`src/rtl/spi_pkg.sv`:
```
// spi_pkg: FSM states and SPI mode constants shared by the SPI master and slave
package spi_pkg;
  typedef enum logic [1:0] {ST_IDLE, ST_CMD, ST_RSP, ST_TAIL} spi_state_e;
  localparam bit SPI_CPOL = 1'b0;
  localparam bit SPI_CPHA = 1'b0;
endpackage

```
`src/rtl/spi_edge_sync.sv`:
```
// spi_edge_sync: multi-flop synchronizer with registered rise/fall pulses on the synchronized level
module spi_edge_sync #(
  parameter int STAGES = 2
) (
  input  logic clk,
  input  logic rst,
  input  logic d,
  output logic q,
  output logic rise,
  output logic fall
);
  logic [STAGES-1:0] sync_q, sync_d;
  logic prev_q, prev_d, rise_q, rise_d, fall_q, fall_d;
  always_comb begin
    sync_d = {sync_q[STAGES-2:0], d};
    prev_d = sync_q[STAGES-1];
    rise_d = sync_q[STAGES-1] & ~prev_q;
    fall_d = ~sync_q[STAGES-1] & prev_q;
  end
  always_ff @(posedge clk) begin
    if (rst) begin
      sync_q <= '0;
      prev_q <= 1'b0;
      rise_q <= 1'b0;
      fall_q <= 1'b0;
    end else begin
      sync_q <= sync_d;
      prev_q <= prev_d;
      rise_q <= rise_d;
      fall_q <= fall_d;
    end
  end
  assign q = sync_q[STAGES-1];
  assign rise = rise_q;
  assign fall = fall_q;
endmodule

```
`src/rtl/spi_slave.sv`:
```
// spi_slave: mode-0 SPI responder receiving a command and returning a handshaked response word
module spi_slave
  import spi_pkg::*;
#(
  parameter int CMD_WIDTH = 8,
  parameter int RSP_WIDTH = 12,
  parameter int ADDR_LSB = 3,
  parameter int SYNC_STAGES = 2
) (
  input  logic                 sys_clk,
  input  logic                 sys_rst,
  input  logic                 spi_cs,
  input  logic                 spi_sck,
  input  logic                 spi_mosi,
  output logic                 spi_miso,
  output logic                 spi_miso_oe,
  output logic                 cmd_valid,
  output logic [CMD_WIDTH-1:0] cmd_data,
  output logic [2:0]           cmd_addr,
  output logic                 rsp_ready,
  input  logic                 rsp_valid,
  input  logic [RSP_WIDTH-1:0] rsp_data,
  output logic                 frame_done,
  output logic                 underrun,
  output logic                 frame_err
);
  localparam int CW = $clog2(CMD_WIDTH + RSP_WIDTH + 1);
  localparam logic [CW-1:0] CMD_LAST = CW'(CMD_WIDTH - 1);
  localparam logic [CW-1:0] FRAME_LAST = CW'(CMD_WIDTH + RSP_WIDTH - 1);
  spi_state_e state_q, state_d;
  logic [CW-1:0] bit_cnt_q, bit_cnt_d;
  logic [CMD_WIDTH-2:0] cmd_sr_q, cmd_sr_d;
  logic [CMD_WIDTH-1:0] cmd_data_q, cmd_data_d, cmd_next;
  logic [RSP_WIDTH-1:0] rsp_sr_q, rsp_sr_d;
  logic rsp_ready_q, rsp_ready_d, loaded_q, loaded_d, first_q, first_d;
  logic miso_q, miso_d, oe_q, oe_d;
  logic cmd_valid_q, cmd_valid_d, frame_done_q, frame_done_d;
  logic underrun_q, underrun_d, frame_err_q, frame_err_d;
  logic cs_lvl, cs_rise, cs_fall, sck_lvl, sck_rise, sck_fall;
  logic mosi, mosi_rise, mosi_fall, hs, shift_in, shift_out, unused;
  spi_edge_sync #(.STAGES(SYNC_STAGES)) u_cs (
    .clk(sys_clk), .rst(sys_rst), .d(spi_cs), .q(cs_lvl), .rise(cs_rise), .fall(cs_fall)
  );
  spi_edge_sync #(.STAGES(SYNC_STAGES)) u_sck (
    .clk(sys_clk), .rst(sys_rst), .d(spi_sck), .q(sck_lvl), .rise(sck_rise), .fall(sck_fall)
  );
  spi_edge_sync #(.STAGES(SYNC_STAGES)) u_mosi (
    .clk(sys_clk), .rst(sys_rst), .d(spi_mosi), .q(mosi), .rise(mosi_rise), .fall(mosi_fall)
  );
  assign unused = &{1'b0, cs_lvl, sck_lvl, mosi_rise, mosi_fall};
  assign shift_in = (SPI_CPOL ^ SPI_CPHA) ? sck_fall : sck_rise;
  assign shift_out = (SPI_CPOL ^ SPI_CPHA) ? sck_rise : sck_fall;
  assign hs = rsp_valid && rsp_ready_q;
  assign cmd_next = {cmd_sr_q, mosi};
  always_comb begin
    state_d = state_q;
    bit_cnt_d = bit_cnt_q;
    cmd_sr_d = cmd_sr_q;
    cmd_data_d = cmd_data_q;
    rsp_sr_d = rsp_sr_q;
    rsp_ready_d = rsp_ready_q;
    loaded_d = loaded_q;
    first_d = first_q;
    miso_d = miso_q;
    oe_d = oe_q;
    cmd_valid_d = 1'b0;
    frame_done_d = 1'b0;
    underrun_d = 1'b0;
    frame_err_d = 1'b0;
    if (state_q != ST_IDLE && cs_rise) begin
      frame_done_d = state_q == ST_TAIL;
      frame_err_d = state_q != ST_TAIL;
      rsp_ready_d = 1'b0;
      oe_d = 1'b0;
      miso_d = 1'b0;
      state_d = ST_IDLE;
    end else begin
      unique case (state_q)
        ST_IDLE: if (cs_fall) begin
          state_d = ST_CMD;
          bit_cnt_d = '0;
          oe_d = 1'b1;
          miso_d = 1'b0;
        end
        ST_CMD: if (shift_in) begin
          cmd_sr_d = cmd_next[CMD_WIDTH-2:0];
          bit_cnt_d = bit_cnt_q + CW'(1);
          if (bit_cnt_q == CMD_LAST) begin
            cmd_data_d = cmd_next;
            cmd_valid_d = 1'b1;
            rsp_ready_d = 1'b1;
            loaded_d = 1'b0;
            first_d = 1'b1;
            state_d = ST_RSP;
          end
        end
        ST_RSP: begin
          if (hs) begin
            rsp_sr_d = rsp_data;
            rsp_ready_d = 1'b0;
            loaded_d = 1'b1;
          end
          if (shift_out) begin
            if (first_q && !(loaded_q || hs)) begin
              underrun_d = 1'b1;
              rsp_ready_d = 1'b0;
              rsp_sr_d = '0;
              miso_d = 1'b0;
            end else begin
              miso_d = rsp_sr_d[RSP_WIDTH-1];
              rsp_sr_d = rsp_sr_d << 1;
            end
            first_d = 1'b0;
          end
          if (shift_in) begin
            bit_cnt_d = bit_cnt_q + CW'(1);
            if (bit_cnt_q == FRAME_LAST) begin
              state_d = ST_TAIL;
              miso_d = 1'b0;
            end
          end
        end
        default: miso_d = 1'b0;
      endcase
    end
  end
  always_ff @(posedge sys_clk) begin
    if (sys_rst) begin
      state_q <= ST_IDLE;
      bit_cnt_q <= '0;
      cmd_sr_q <= '0;
      cmd_data_q <= '0;
      rsp_sr_q <= '0;
      rsp_ready_q <= 1'b0;
      loaded_q <= 1'b0;
      first_q <= 1'b0;
      miso_q <= 1'b0;
      oe_q <= 1'b0;
      cmd_valid_q <= 1'b0;
      frame_done_q <= 1'b0;
      underrun_q <= 1'b0;
      frame_err_q <= 1'b0;
    end else begin
      state_q <= state_d;
      bit_cnt_q <= bit_cnt_d;
      cmd_sr_q <= cmd_sr_d;
      cmd_data_q <= cmd_data_d;
      rsp_sr_q <= rsp_sr_d;
      rsp_ready_q <= rsp_ready_d;
      loaded_q <= loaded_d;
      first_q <= first_d;
      miso_q <= miso_d;
      oe_q <= oe_d;
      cmd_valid_q <= cmd_valid_d;
      frame_done_q <= frame_done_d;
      underrun_q <= underrun_d;
      frame_err_q <= frame_err_d;
    end
  end
  assign spi_miso = miso_q;
  assign spi_miso_oe = oe_q;
  assign cmd_valid = cmd_valid_q;
  assign cmd_data = cmd_data_q;
  assign cmd_addr = cmd_data_q[ADDR_LSB+:3];
  assign rsp_ready = rsp_ready_q;
  assign frame_done = frame_done_q;
  assign underrun = underrun_q;
  assign frame_err = frame_err_q;
endmodule

```
`config.mk`:
```
export PLATFORM = sky130hd
export DESIGN_NAME = spi_slave
export DESIGN_NICKNAME = d
export VERILOG_FILES = /design/src/rtl/spi_pkg.sv /design/src/rtl/spi_edge_sync.sv /design/src/rtl/spi_slave.sv
export SDC_FILE = /design/constraint.sdc
export NUM_CORES = 1
export LEC_CHECK = 0
export ABC_CLOCK_PERIOD_IN_PS = 5100
export CORE_MARGIN = 4
export CORE_UTILIZATION = 35
export CTS_BUF_LIST = sky130_fd_sc_hd__clkbuf_4 sky130_fd_sc_hd__clkbuf_8
export DETAILED_ROUTE_END_ITERATION = 12
export GPL_ROUTABILITY_DRIVEN = 0
export PLACE_DENSITY = 0.56
export SLEW_MARGIN = 20
export SYNTH_ARGS = -nofsm -noshare
export SYNTH_HDL_FRONTEND = slang
export SYNTH_SLANG_ARGS = --single-unit
```
`constraint.sdc`:
```
create_clock -name sys_clk -period 5.1 [get_ports sys_clk]
set_clock_uncertainty 0.2 [all_clocks]
set_input_delay 1.02 -clock sys_clk [delete_from_list [all_inputs] [get_ports sys_clk]]
set_output_delay 1.02 -clock sys_clk [all_outputs]
set_load 0.02 [all_outputs]
```
==> results of run 1 <==
==> power breakdown <==
group / switching [mW] / internal (mW)
Sequential: 0.0133 / 0.444
Clock: 0.137 / 0.144
Combinational: 0.0907 / 0.0664
Total: 0.241 / 0.654
==> sequential cells by signal (all words and copies together) (netlist names), 2 cells and up <==
name           cells
rsp_sr_q          12
bit_cnt_q          5
cmd_sr_q           7
cmd_data           8
u_sck.sync_q       2
state_q            2
u_mosi.sync_q      2
u_cs.sync_q        2
==> through the flow <==
| step | hold slack [ns] | setup WS (ns) |
|---|---|---|
| 2_1_floorplan | 0.1835 | 2.685 |
| 3_5_place_dp | 0.1994 | 1.805 |
| 6_report | 0.2095 | 2.134 |
| 4_1_cts | 0.2139 | 2.132 |
| 5_1_grt | 0.2365 | 1.960 |
| 3_3_place_gp | 0.1944 | 1.873 |
==> worst reg2reg max path: stages, from the launching register on <==
cell,delay (ns)
sky130_fd_sc_hd__dfxtp_1,0.35
sky130_fd_sc_hd__inv_1,0.11
sky130_fd_sc_hd__ha_1,0.39
sky130_fd_sc_hd__inv_1,0.20
sky130_fd_sc_hd__nor4_4,0.60
sky130_fd_sc_hd__a222oi_1,0.22
sky130_fd_sc_hd__nor2_1,0.12
==> cell families after synthesis <==
logic type	count (synthesis)
mux	10
simple gates	100
fa+ha+maj	6
compound gates	62
xor+xnor	1
flops	55
buf+inv	22
==> placed cells by master, fill, tap and decap left out, drive strengths merged, types with 5 or more instances in the layout <==
master / instances
clkdlybuf4s50: 35
nand2: 36
o21ai: 6
nand3: 6
nor2: 22
inv: 7
a222oi: 9
nor2b: 13
clkbuf: 5
dfxtp: 55
mux2: 9
a21oi: 25
ha: 6
==> how the worst min path moves through the flow <==
stage	endpoint	slack [ns]	cells past startpoint
global placement	u_cs.rise	0.19	1
CTS	u_sck.rise	0.21	1
global route	u_sck.rise	0.24	1
finish	u_sck.rise	0.21	1
floorplan	u_cs.rise	0.18	1
detailed placement	u_sck.rise	0.20	1
==> area by class of cell <==
| cell class | count | share of cell area |
|---|---|---|
| well taps | 77 | 0.03388 |
| repair buffers | 36 | 0.1258 |
| clock inverters | 2 | 0.01320 |
| flip-flops and latches | 55 | 0.3872 |
| multi-input cells | 179 | 0.4065 |
| clock buffers | 5 | 0.02420 |
| inverters | 7 | 0.009239 |
==> layer usage <==
layer  up-vias  wire, microns  GRT usage
li1        959              -          -
met1       849           2406     0.1663
met2        48           2147     0.1910
met3         5            241    0.02667
met4         0             57    0.03827
met5         -              0          0
==> results.md, run 1 <==
Final layout:
- The number of nets at the end of the flow is 308.
- Measured on the finished design, the core utilization comes to 0.4403.
- The growth of design area from synthesis to finish is 19.63%.
- After routing the design area is 0.002844 sq mm.
- After filler insertion, the fill cell instance count of the layout stands at 665.
- In the final layout, the share of cells above drive strength 1 is 0.09155.
- In the final layout, flip-flops and latches occupy 0.001101 sq mm.
- Summing all multi-input logic gate instances after layout gives 0.001156 sq mm.
- The number of standard cells in the final layout excluding fillers is 361.
- The count of inserted antenna diode cells is 0.

Synth:
- The simple logic cell fraction of the synthesized area is 0.2132.
- The most frequently used flop master after synthesis is sky130_fd_sc_hd__dfxtp_1.
- The portion of synthesized area spent on multiplexers is 0.04684.
- The number of nets in the synthesized netlist is 280.
- The largest area contributor in the netlist is sky130_fd_sc_hd__dfxtp_1.
- The number of distinct library cell variants in the gate-level netlist after synthesis is 48.
- Of the total synthesized cell area, the portion taken by full adders, half adders and majority gates is 0.03158.
- By area the synthesized netlist is led by sky130_fd_sc_hd__dfxtp_1, sky130_fd_sc_hd__nand2_1, sky130_fd_sc_hd__a21oi_1.
- In this run the cell area of the synthesized design comes to 0.002377 sq mm.
- Of the total synthesized cell area, the portion taken by XOR and XNOR cells is 0.003684.
- For this run, the register share of the synthesized area comes to 0.4632.
- The cell count after synthesis came out at 256.
- Yosys printed 0 warnings.
- The count of flip-flops with a built-in enable after synthesis is 0.
- The proportion of netlist area held by the largest area contributor is 0.4632.
- The commonest cells after synthesis are sky130_fd_sc_hd__dfxtp_1, sky130_fd_sc_hd__nand2_1, sky130_fd_sc_hd__a21oi_1.
- Counting flops with an async set or reset pin after synthesis yields a share of 0.
- A synthesized cell averages 9.286 sq um.
- The combinational family with the most area after synthesis is simple AND/OR/NAND/NOR gates.
- The dominant cell by count in the synthesized netlist is sky130_fd_sc_hd__dfxtp_1.
- The synthesized-area fraction occupied by ao, oa, aoi and oai cells came to 0.1911.
- After synthesis the netlist holds a flip-flop and latch count of 55.

Critical path:
- The critical path starts at rsp_valid.
- The capture instance of the worst register-to-register path is rsp_sr_q[4].
- The depth of the worst register-to-register path is 6.
- In this design, the largest share of critical-path delay is due to simple AND/OR/NAND/NOR gates.
- The nature of the critical path endpoint is a register.
- Traced cell by cell, the critical path runs through clkdlybuf4s50_1 -> and2_1 -> mux2_2 -> a222oi_1 -> nor2_1.
- The count of cell instances traversed by the critical path is 5.
- The reg-to-reg setup timing slack is 2.84 ns.
- By startpoint and endpoint, the worst setup path is classified as in2reg.
- STA classifies the critical path startpoint as a primary input.
- The largest fanout on the critical path is 16.
- The largest individual stage delay along the critical path comes from the cell sky130_fd_sc_hd__and2_1.
- The data required time of the critical path is 5.06 ns.
- Following the worst setup path forward leads to its endpoint at rsp_sr_q[4].
- Data on the critical path arrives at its endpoint at 2.92 ns.
- In this run the critical register-to-register path is launched from state_q[0].
- In this design, the stage delay of the slowest critical-path cell is 0.58 ns.
- The number of buffer and inverter stages on the critical path is 1.

STA:
- After routing, the total negative slack on setup checks comes to 0 ns.
- The transition at the pin with the smallest max-transition slack is 1.000 ns.
- Derived from the worst setup path, the maximum achievable clock frequency is 0.3371 GHz.
- The number of max-slew violations in the final report is 0.
- The clock period could shrink to 2.966 ns.
- Setup repair after global routing left no endpoint under its margin.
- The final number of setup-violating endpoints is 0.
- Headroom to the max-slew limit came out at 0.3310.
- Of the available clock period, the critical path in the final layout requires 0.5816.
- The hold violation count in the final report is 0.

Worst hold path:
- In this run the most critical hold path is launched from u_sck.prev_q.
- The path class of the tightest hold or removal check is reg2reg.

CTS:
- The clock sink count is 55.
- The buffer levels on the longest clock path is 2.
- The number of gates given a new drive strength after cts is 0.
- The number of hold buffers added after CTS was 0.
- The clock tree from TritonCTS is done.
- In this run the clock root is driven by a sky130_fd_sc_hd__clkbuf_8.
- The TritonCTS buffer count is 5.
- After clock tree synthesis, the clock-pin slew on the worst setup and hold paths is 0.09 ns.
- The insertion delay to the later sink of the worst-skew pair is 0.30 ns.
- The CTS H-tree depth is 2.
- Buffers added to address setup during post-CTS repair amount to 0.

Detailed routing:
- The iteration-0 DRC count of the detailed router is 97.
- The first detailed-routing pass took 4 iterations.
- The number of vias in the routed layout is 1861.
- After detailed routing, the number of remaining DRC violations is 0.
- After detailed routing, the total wire length is 4853 microns.
- The average vias per placed instance is 5.155.
- Dividing the detail-routed wire length by the instance count gives 13.44 microns.
- The post-route antenna net violation count is 0.

Die:
- The initial utilization of the core area, before any placement, comes to 0.3681.
- The total core area is 0.006459 sq mm.
- The floorplan step defined a die boundary enclosing 0.008175 sq mm.
- The die span in y is 90.42 microns.
- During I/O placement, the number of pins put on the boundary was 36.
- The floorplan die width is 90.42 microns.
- The count of standard-cell rows is 29.

Flow run:
- The tool flagged a number of max-cap violations equal to 0.

Global route:
- Global routing finished with a remaining overflow of 0.
- Entering global routing, the biggest net connects 27 pins.
- The global-route total usage across every layer is 0.1217.
- The first-pass GRT wire length is 8362 microns.
- The number of global-route vias before repair is 1781.
- The number of antenna violations at the first check in global routing is 0.

Outcome:
- The flow ran to the end, and the final reports show no timing, DRC or antenna violations.

Pwr:
- The final total power is 0.8949 mW.
- The worst-case IR drop observed on VDD is 154.5 uV.
- The power density of the placed cells is 314.7 mW/mm^2.
- For this design the static power due to leakage is 0.9514 nW.

Placement:
- The detailed placer's ending HPWL is 3468 microns.
- The placed instance area is 0.002738 sq mm.
- The cell total after placement is 354.
- Input and output buffers added on the ports amount to 35.
Note: power is estimated with default switching activity, not from simulation.
==> run 2, diff against run 1 <==
--- a/config.mk
+++ b/config.mk
@@ -5,7 +5,7 @@
 export SDC_FILE = /design/constraint.sdc
 export NUM_CORES = 1
 export LEC_CHECK = 0
-export ABC_CLOCK_PERIOD_IN_PS = 5100
+export ABC_CLOCK_PERIOD_IN_PS = 2800
 export CORE_MARGIN = 4
 export CORE_UTILIZATION = 35
 export CTS_BUF_LIST = sky130_fd_sc_hd__clkbuf_4 sky130_fd_sc_hd__clkbuf_8
==> constraint.sdc (replaced) <==
create_clock -name sys_clk -period 2.8 [get_ports sys_clk]
set_clock_uncertainty 0.2 [all_clocks]
set_input_delay 0.56 -clock sys_clk [delete_from_list [all_inputs] [get_ports sys_clk]]
set_output_delay 0.56 -clock sys_clk [all_outputs]
set_load 0.02 [all_outputs]
==> results.md, run 2 (same netlist as run 1, synthesis figures left out) <==
Critical path:
- STA puts the critical path data required time at 2.85 ns.
- The most common cell type on the critical path is sky130_fd_sc_hd__inv_1.
- Setup slack on the worst reg-to-reg path comes out at 0.48 ns.
- In this design, the stage delay of the slowest critical-path cell is 0.66 ns.
- STA classifies the critical path endpoint as a register.
- The data arrival at the endpoint of the critical path is 2.37 ns.
- Traced cell by cell, the critical path runs through inv_1 -> ha_1 -> inv_1 -> a2111oi_4 -> a222oi_1 -> nor2_1.
- The startpoint kind of the worst setup timing path is a register.
- The slowest library cell on the worst path is sky130_fd_sc_hd__a2111oi_4.
- Along the worst path, the maximum fanout reaches 10.
- The critical path is of the reg2reg type.

Global route:
- The global-route total usage across every layer is 0.1217.
- Entering global routing, the biggest net connects 19 pins.
- Global routing finished with a remaining overflow of 0.
- The number of global-route vias before repair is 1711.
- The number of antenna violations at the first check in global routing was 0.
- The first global-routing pass estimated 8252 microns of wire.

STA:
- Of the available clock period, the critical path in the final layout requires 0.8299.
- The worst slack on hold paths is 0.2109 ns.
- At the pin with the least slew margin, the transition time is 0.6348 ns.
- The final number of setup-violating endpoints is 0.
- Summed over all failing endpoints, the final setup total negative slack is 0 ns.
- The post-route minimum period is 2.324 ns.
- The hold violation count in the final report is 0.
- The number of max-slew violations in the final report is 0.
- The max-slew headroom at the worst pin is 0.5768.
- Static timing analysis puts the maximum clock frequency at 0.4303 GHz.
- Setup repair after global routing left no endpoint under its margin.

Outcome:
- The run finished with clean final reports.

Final layout:
- The number of nets at the end of the flow is 312.
- The repair_antennas step left the layout with diodes totalling 0.
- In the layout the commonest cells are sky130_fd_sc_hd__dfxtp_1, sky130_fd_sc_hd__nand2_1, sky130_fd_sc_hd__clkdlybuf4s50_1.
- Of the cells placed in the final design, the portion with a size suffix greater than 1 is 0.1073.
- More flip-flops sit in one register than any other, and that register is rsp_sr_q.
- Measured on the finished design, the core utilization comes to 0.4438.
- The final instance area is 0.002867 sq mm.
- The library cell used most frequently in the layout, excluding fill and tap cells, is sky130_fd_sc_hd__dfxtp_1.
- Relative to the synthesized area, the layout overhead comes to 20.58%.
- The register with the most flip-flops in the layout has 12 of them.

Die:
- The count of standard-cell rows is 29.
- The die covers 0.008175 sq mm.
- The total core area is 0.006459 sq mm.
- The die span in y is 90.42 microns.
- From left edge to right edge, the die measures 90.42 microns.
- The count of boundary I/O pins is 36.
- The initial core utilization is 0.3681.

Pwr:
- The worst voltage drop across the vdd grid is 331.3 uV.
- The internal power of the cells totals 1.138 mW.
- Of the total power, the clock network draws 0.291.
- The switching power summed over all nets is 0.4551 mW.
- The power density of the placed cells is 555.6 mW/mm^2.
- In this run the static leakage power is 0.9690 nW.
- The fraction of power consumed by sequential logic is 0.523.
- Of the total power, combinational logic draws 0.186.
- Of the total power, the share spent switching nets is 0.2858.

Placement:
- In this run the tool buffered the top-level ports with 35 buffer cells.
- The detailed placer's ending HPWL is 3508 microns.
- After detailed placement, the total cell area comes to 0.002768 sq mm.

CTS:
- The cell chosen for the clock root is sky130_fd_sc_hd__clkbuf_8.
- The count of hold-fix buffers inserted at cts is 0.
- Once the clock tree was built, the resizer swapped 0 gates to a different size.
- The buffer levels on the longest clock path is 2.
- The insertion delay to the later sink of the worst-skew pair is 0.31 ns.
- Post-CTS timing repair inserted 0 buffers for setup.
- The clock sink count is 55.
- The clock tree synthesis step divided the H-tree into 2 levels.
- The clock tree from TritonCTS is done.
- After clock tree synthesis, the clock-pin slew on the worst setup and hold paths is 0.10 ns.
- The TritonCTS buffer count is 5.

Worst hold path:
- The worst hold path class is reg2reg.

Flow run:
- The tool flagged a number of max-cap violations equal to 0.

Detailed routing:
- In the final routed layout, each cell accounts on average for 13.51 microns.
- The post-route antenna net violation count is 0.
- For this run, design rule violations remaining after detail routing come to 0.
- The number of vias in the routed layout is 1884.
- The iteration-0 DRC count of the detailed router is 98.
- The final routed wirelength across all metal layers is 4943 microns.
- In the routed layout, each cell is associated on average with a via count of 5.148.
- The first TritonRoute pass finished after 4 iterations.
## run 2: cell types whose count changed in the layout (fill, tap and decap cells not counted), sizes merged
| cell | previous run | this run |
|---|---|---|
| buf | 1 | 5 |
| bufinv | 1 | 0 |
| clkbuf | 5 | 6 |
| clkinv | 0 | 1 |
## run 2: cell type report
type,count,area (sq um)
Clock inverter,2,16.27
Multi-Input combinational cell,179,1156
Fill cell,672,3592
Inverter,7,26.28
Tap cell,77,96.34
Clock buffer,6,82.58
Sequential cell,55,1101
Timing Repair Buffer,40,387.9
## run 2: final timing paths
kind / start / to / cells past startpoint
setup / recovery: state_q[0] / rsp_sr_q[5] / 6
hold / removal: u_cs.prev_q / u_cs.rise / 1
hold reg to reg: u_cs.prev_q / u_cs.rise / 1
setup reg to reg: state_q[0] / rsp_sr_q[5] / 6
## run 2: power groups by stage
stage / Clock (mW) / Combinational [mW] / Sequential (mW)
finish: 0.463 / 0.297 / 0.833
global route: 0.504 / 0.326 / 0.838
CTS: 0.481 / 0.298 / 0.833
detailed placement: 0 / 0.295 / 0.851
global placement: 0 / 0.293 / 0.851
floorplan: 0 / 0.204 / 0.853
## run 2: critical path, delay by kind of cell (launching register included)
kind / cells / cell delay (ns)
flops: 1 / 0.36
buf+inv: 2 / 0.32
fa+ha+maj: 1 / 0.41
simple gates: 1 / 0.12
compound gates: 2 / 0.85
## run 2: metrics by stage
stage / total power [mW] / instances / setup slack [ns]
2_1_floorplan: 1.057 / 256 / 0.8092
3_3_place_gp: 1.144 / 358 / 0.3312
4_1_cts: 1.612 / 366 / 0.4940
5_1_grt: 1.668 / 366 / 0.2680
3_5_place_dp: 1.146 / 358 / 0.2995
6_report: 1.593 / 366 / 0.4763
## run 2: metal layers
layer,global-route usage,routed length (microns),up-vias
li1,-,-,973
met1,0.1730,2574,864
met2,0.1792,2067,45
met3,0.02667,268,2
met4,0.04592,34,0
met5,0,0,-
==> run 3, diff against run 2 <==
--- a/config.mk
+++ b/config.mk
@@ -5,13 +5,13 @@
 export SDC_FILE = /design/constraint.sdc
 export NUM_CORES = 1
 export LEC_CHECK = 0
-export ABC_CLOCK_PERIOD_IN_PS = 2800
+export ABC_CLOCK_PERIOD_IN_PS = 2100
 export CORE_MARGIN = 4
 export CORE_UTILIZATION = 35
 export CTS_BUF_LIST = sky130_fd_sc_hd__clkbuf_4 sky130_fd_sc_hd__clkbuf_8
 export DETAILED_ROUTE_END_ITERATION = 12
 export GPL_ROUTABILITY_DRIVEN = 0
-export PLACE_DENSITY = 0.56
+export PLACE_DENSITY = 0.58
 export SLEW_MARGIN = 20
 export SYNTH_ARGS = -nofsm -noshare
 export SYNTH_HDL_FRONTEND = slang
==> constraint.sdc (replaced) <==
create_clock -name sys_clk -period 2.1 [get_ports sys_clk]
set_clock_uncertainty 0.2 [all_clocks]
set_input_delay 0.42 -clock sys_clk [delete_from_list [all_inputs] [get_ports sys_clk]]
set_output_delay 0.42 -clock sys_clk [all_outputs]
set_load 0.02 [all_outputs]
==> results.md, run 3 (same netlist as run 1, synthesis figures left out) <==
Critical path:
- The stage delay of the slowest cell on the critical path is 0.65 ns.
- The critical path goes through clkdlybuf4s50_1.
- The data required time of the critical path is 1.48 ns.
- The worst setup path is of the reg2out kind.
- The nature of the critical path endpoint is an output port.
- For this design, the slowest cell found on the critical path is sky130_fd_sc_hd__clkdlybuf4s50_1.
- In this design, the largest share of critical-path delay is due to buffers and inverters.
- Counting both buffers and inverters, the worst setup path holds a total of 1.
- The worst setup path is launched from a register.
- The data arrival at the endpoint of the critical path is 1.38 ns.
- The largest fanout on the critical path is 5.

Final layout:
- The fill cell instance count of the final layout is 661.
- The register with the most flip-flops in the layout has 12 of them.
- The finished cells cover 0.003022 sq mm.
- In the final layout, the multi-input gates occupy 0.001189 sq mm.
- Measured on the finished design, the core utilization comes to 0.4678.
- The count of inserted antenna diode cells is 0.
- The library cell used most frequently in the layout, excluding fill and tap cells, is sky130_fd_sc_hd__dfxtp_1.
- The register ranked first by flip-flop count is rsp_sr_q.
- Compared with the post-synthesis result, the final layout area differs by 27.11%.
- The number of nets at the end of the flow is 321.
- In the final layout, the share of cells above drive strength 1 is 0.1477.
- In the final layout, flip-flops and latches occupy 0.001101 sq mm.
- In the layout the commonest cells are sky130_fd_sc_hd__dfxtp_1, sky130_fd_sc_hd__nand2_1, sky130_fd_sc_hd__clkdlybuf4s50_1.

Placement:
- The detailed placer's ending HPWL is 3520 microns.
- During placement, the flow inserted port buffers numbering 35.
- The placed instances occupy a cell area of 0.002858 sq mm.

STA:
- Setup violations remaining at the end of the flow were counted as 0.
- The fraction of the cycle the final worst path needs is 0.9533.
- In this run the tightest slew margin relative to its limit is 0.6399.
- The post-route minimum period is 2.002 ns.
- The hold violation count in the final report is 0.
- The transition at the pin with the smallest max-transition slack is 0.5356 ns.
- Summed over all failing endpoints, the final setup total negative slack is 0 ns.
- Setup repair after global routing left no endpoint under its margin.
- The number of max-slew violations in the final report is 0.
- Static timing analysis puts the maximum clock frequency at 0.4995 GHz.
- Final hold analysis gives a worst-case slack of 0.2104 ns.

Pwr:
- The worst-case IR drop observed on VDD is 462.9 uV.
- Power comes to 2.205 mW.
- Of the total power, the share spent switching nets is 0.2694.
- The internal power of the cells is 1.611 mW.
- The leakage power of the design is 1.044 nW.
- The power density of the placed cells is 729.7 mW/mm^2.
- For this design the total switching power over the nets is 0.5941 mW.
- The clock share of power is 0.288.
- Of the total power, combinational logic draws 0.209.
- Of the total power, registers draw 0.503.

CTS:
- The tree is rooted in a sky130_fd_sc_hd__clkbuf_8.
- CTS built an H-tree with a depth of 2.
- The buffer levels on the longest clock path is 2.
- The clock edge transition at the registers on the reported setup and hold paths is 0.09 ns.
- The clock sink count is 55.
- The insertion delay to the later sink of the worst-skew pair is 0.30 ns.
- The TritonCTS buffer count is 5.
- The clock tree from TritonCTS is done.
- The count of hold-fix buffers inserted at cts is 0.

Flow run:
- The number of max-cap violations is 0.

Detailed routing:
- The iteration-0 DRC count of the detailed router is 115.
- Dividing the detail-routed wire length by the instance count gives 13.27 microns.
- The post-route antenna net violation count is 0.
- The first detailed-routing pass ran for 5 iterations.
- The average vias per placed instance is 5.088.
- The final routed wirelength across all metal layers is 4977 microns.
- The number of remaining DRC errors is 0.
- Across all layers, the routed design uses 1908 vias.

Global route:
- The maximum number of pins on one net before global-route repair is 44.
- Across every metal layer, demand over resource in global routing totals 0.1264.
- The overall overflow remaining after global route is 0.
- The number of global-route vias before repair came to 1785.
- The number of antenna violations at the first check in global routing was 0.
- The first global-routing pass estimated 8583 microns of wire.

Die:
- The floorplan has 29 rows.
- The initial core utilization is 0.3681.
- The floorplan step defined a core boundary enclosing 0.006459 sq mm.
- The count of boundary I/O pins is 36.
- The die is 90.42 microns tall.
- The die covers 0.008175 sq mm.
- The floorplan die width is 90.42 microns.

Outcome:
- The flow ran to the end, and the final reports show no timing, DRC or antenna violations.

Worst hold path:
- The worst hold path belongs to the class reg2reg.
==> run 3: power by group through the flow <==
stage / registers, mW / logic (mW) / clock network [mW]
6_report: 1.11 / 0.461 / 0.635
5_1_grt: 1.12 / 0.514 / 0.716
4_1_cts: 1.11 / 0.444 / 0.662
3_5_place_dp: 1.13 / 0.442 / 0
3_3_place_gp: 1.13 / 0.441 / 0
2_1_floorplan: 1.14 / 0.273 / 0
==> run 3: routing by layer <==
metal | GRT usage | wire [microns]
met1 | 0.1712 | 2496
met3 | 0.02667 | 206
met5 | 0 | 0
met2 | 0.2035 | 2243
met4 | 0.03444 | 31
==> run 3: timing repair <==
action,CTS,global route
setup endpoints to repair,9,12
pin swaps,0,1
setup buffers,0,2
resized for setup,1,5
==> run 3: path summary, 6_finish.rpt <==
| kind | startpoint | endpoint | slack (ns) | cells after the start |
|---|---|---|---|---|
| worst max register to register | state_q[1] | loaded_q | 0.13 | 7 |
| worst min register to register | u_cs.sync_q[1] | u_cs.fall | 0.21 | 1 |
| worst max-delay path | rsp_ready | rsp_ready | 0.1 | 1 |
| worst min-delay path | u_cs.sync_q[1] | u_cs.fall | 0.21 | 1 |
==> run 3: metrics by stage <==
step,setup slack (ns),instances
detailed placement,-0.1755,365
finish,0.09805,375
global route,0.006591,375
CTS,0.02748,373
global placement,-0.1789,365
floorplan,0.1092,256
==> run 3: layout make-up <==
| type | instances | area share |
|---|---|---|
| Tap cell | 77 | 0.03188 |
| Timing Repair Buffer | 49 | 0.1673 |
| Inverter | 7 | 0.008696 |
| Multi-Input combinational cell | 179 | 0.3934 |
| Sequential cell | 55 | 0.3644 |
| Clock buffer | 8 | 0.03437 |
==> run 3: worst register-to-register path, cell delays in order (launching register included) <==
cell                      delay (ns)
sky130_fd_sc_hd__dfxtp_1        0.32
sky130_fd_sc_hd__inv_1          0.10
sky130_fd_sc_hd__ha_1           0.22
sky130_fd_sc_hd__nor2b_2        0.07
sky130_fd_sc_hd__buf_12         0.14
sky130_fd_sc_hd__or4_4          0.53
sky130_fd_sc_hd__o21ai_0        0.13
sky130_fd_sc_hd__o221a_1        0.21
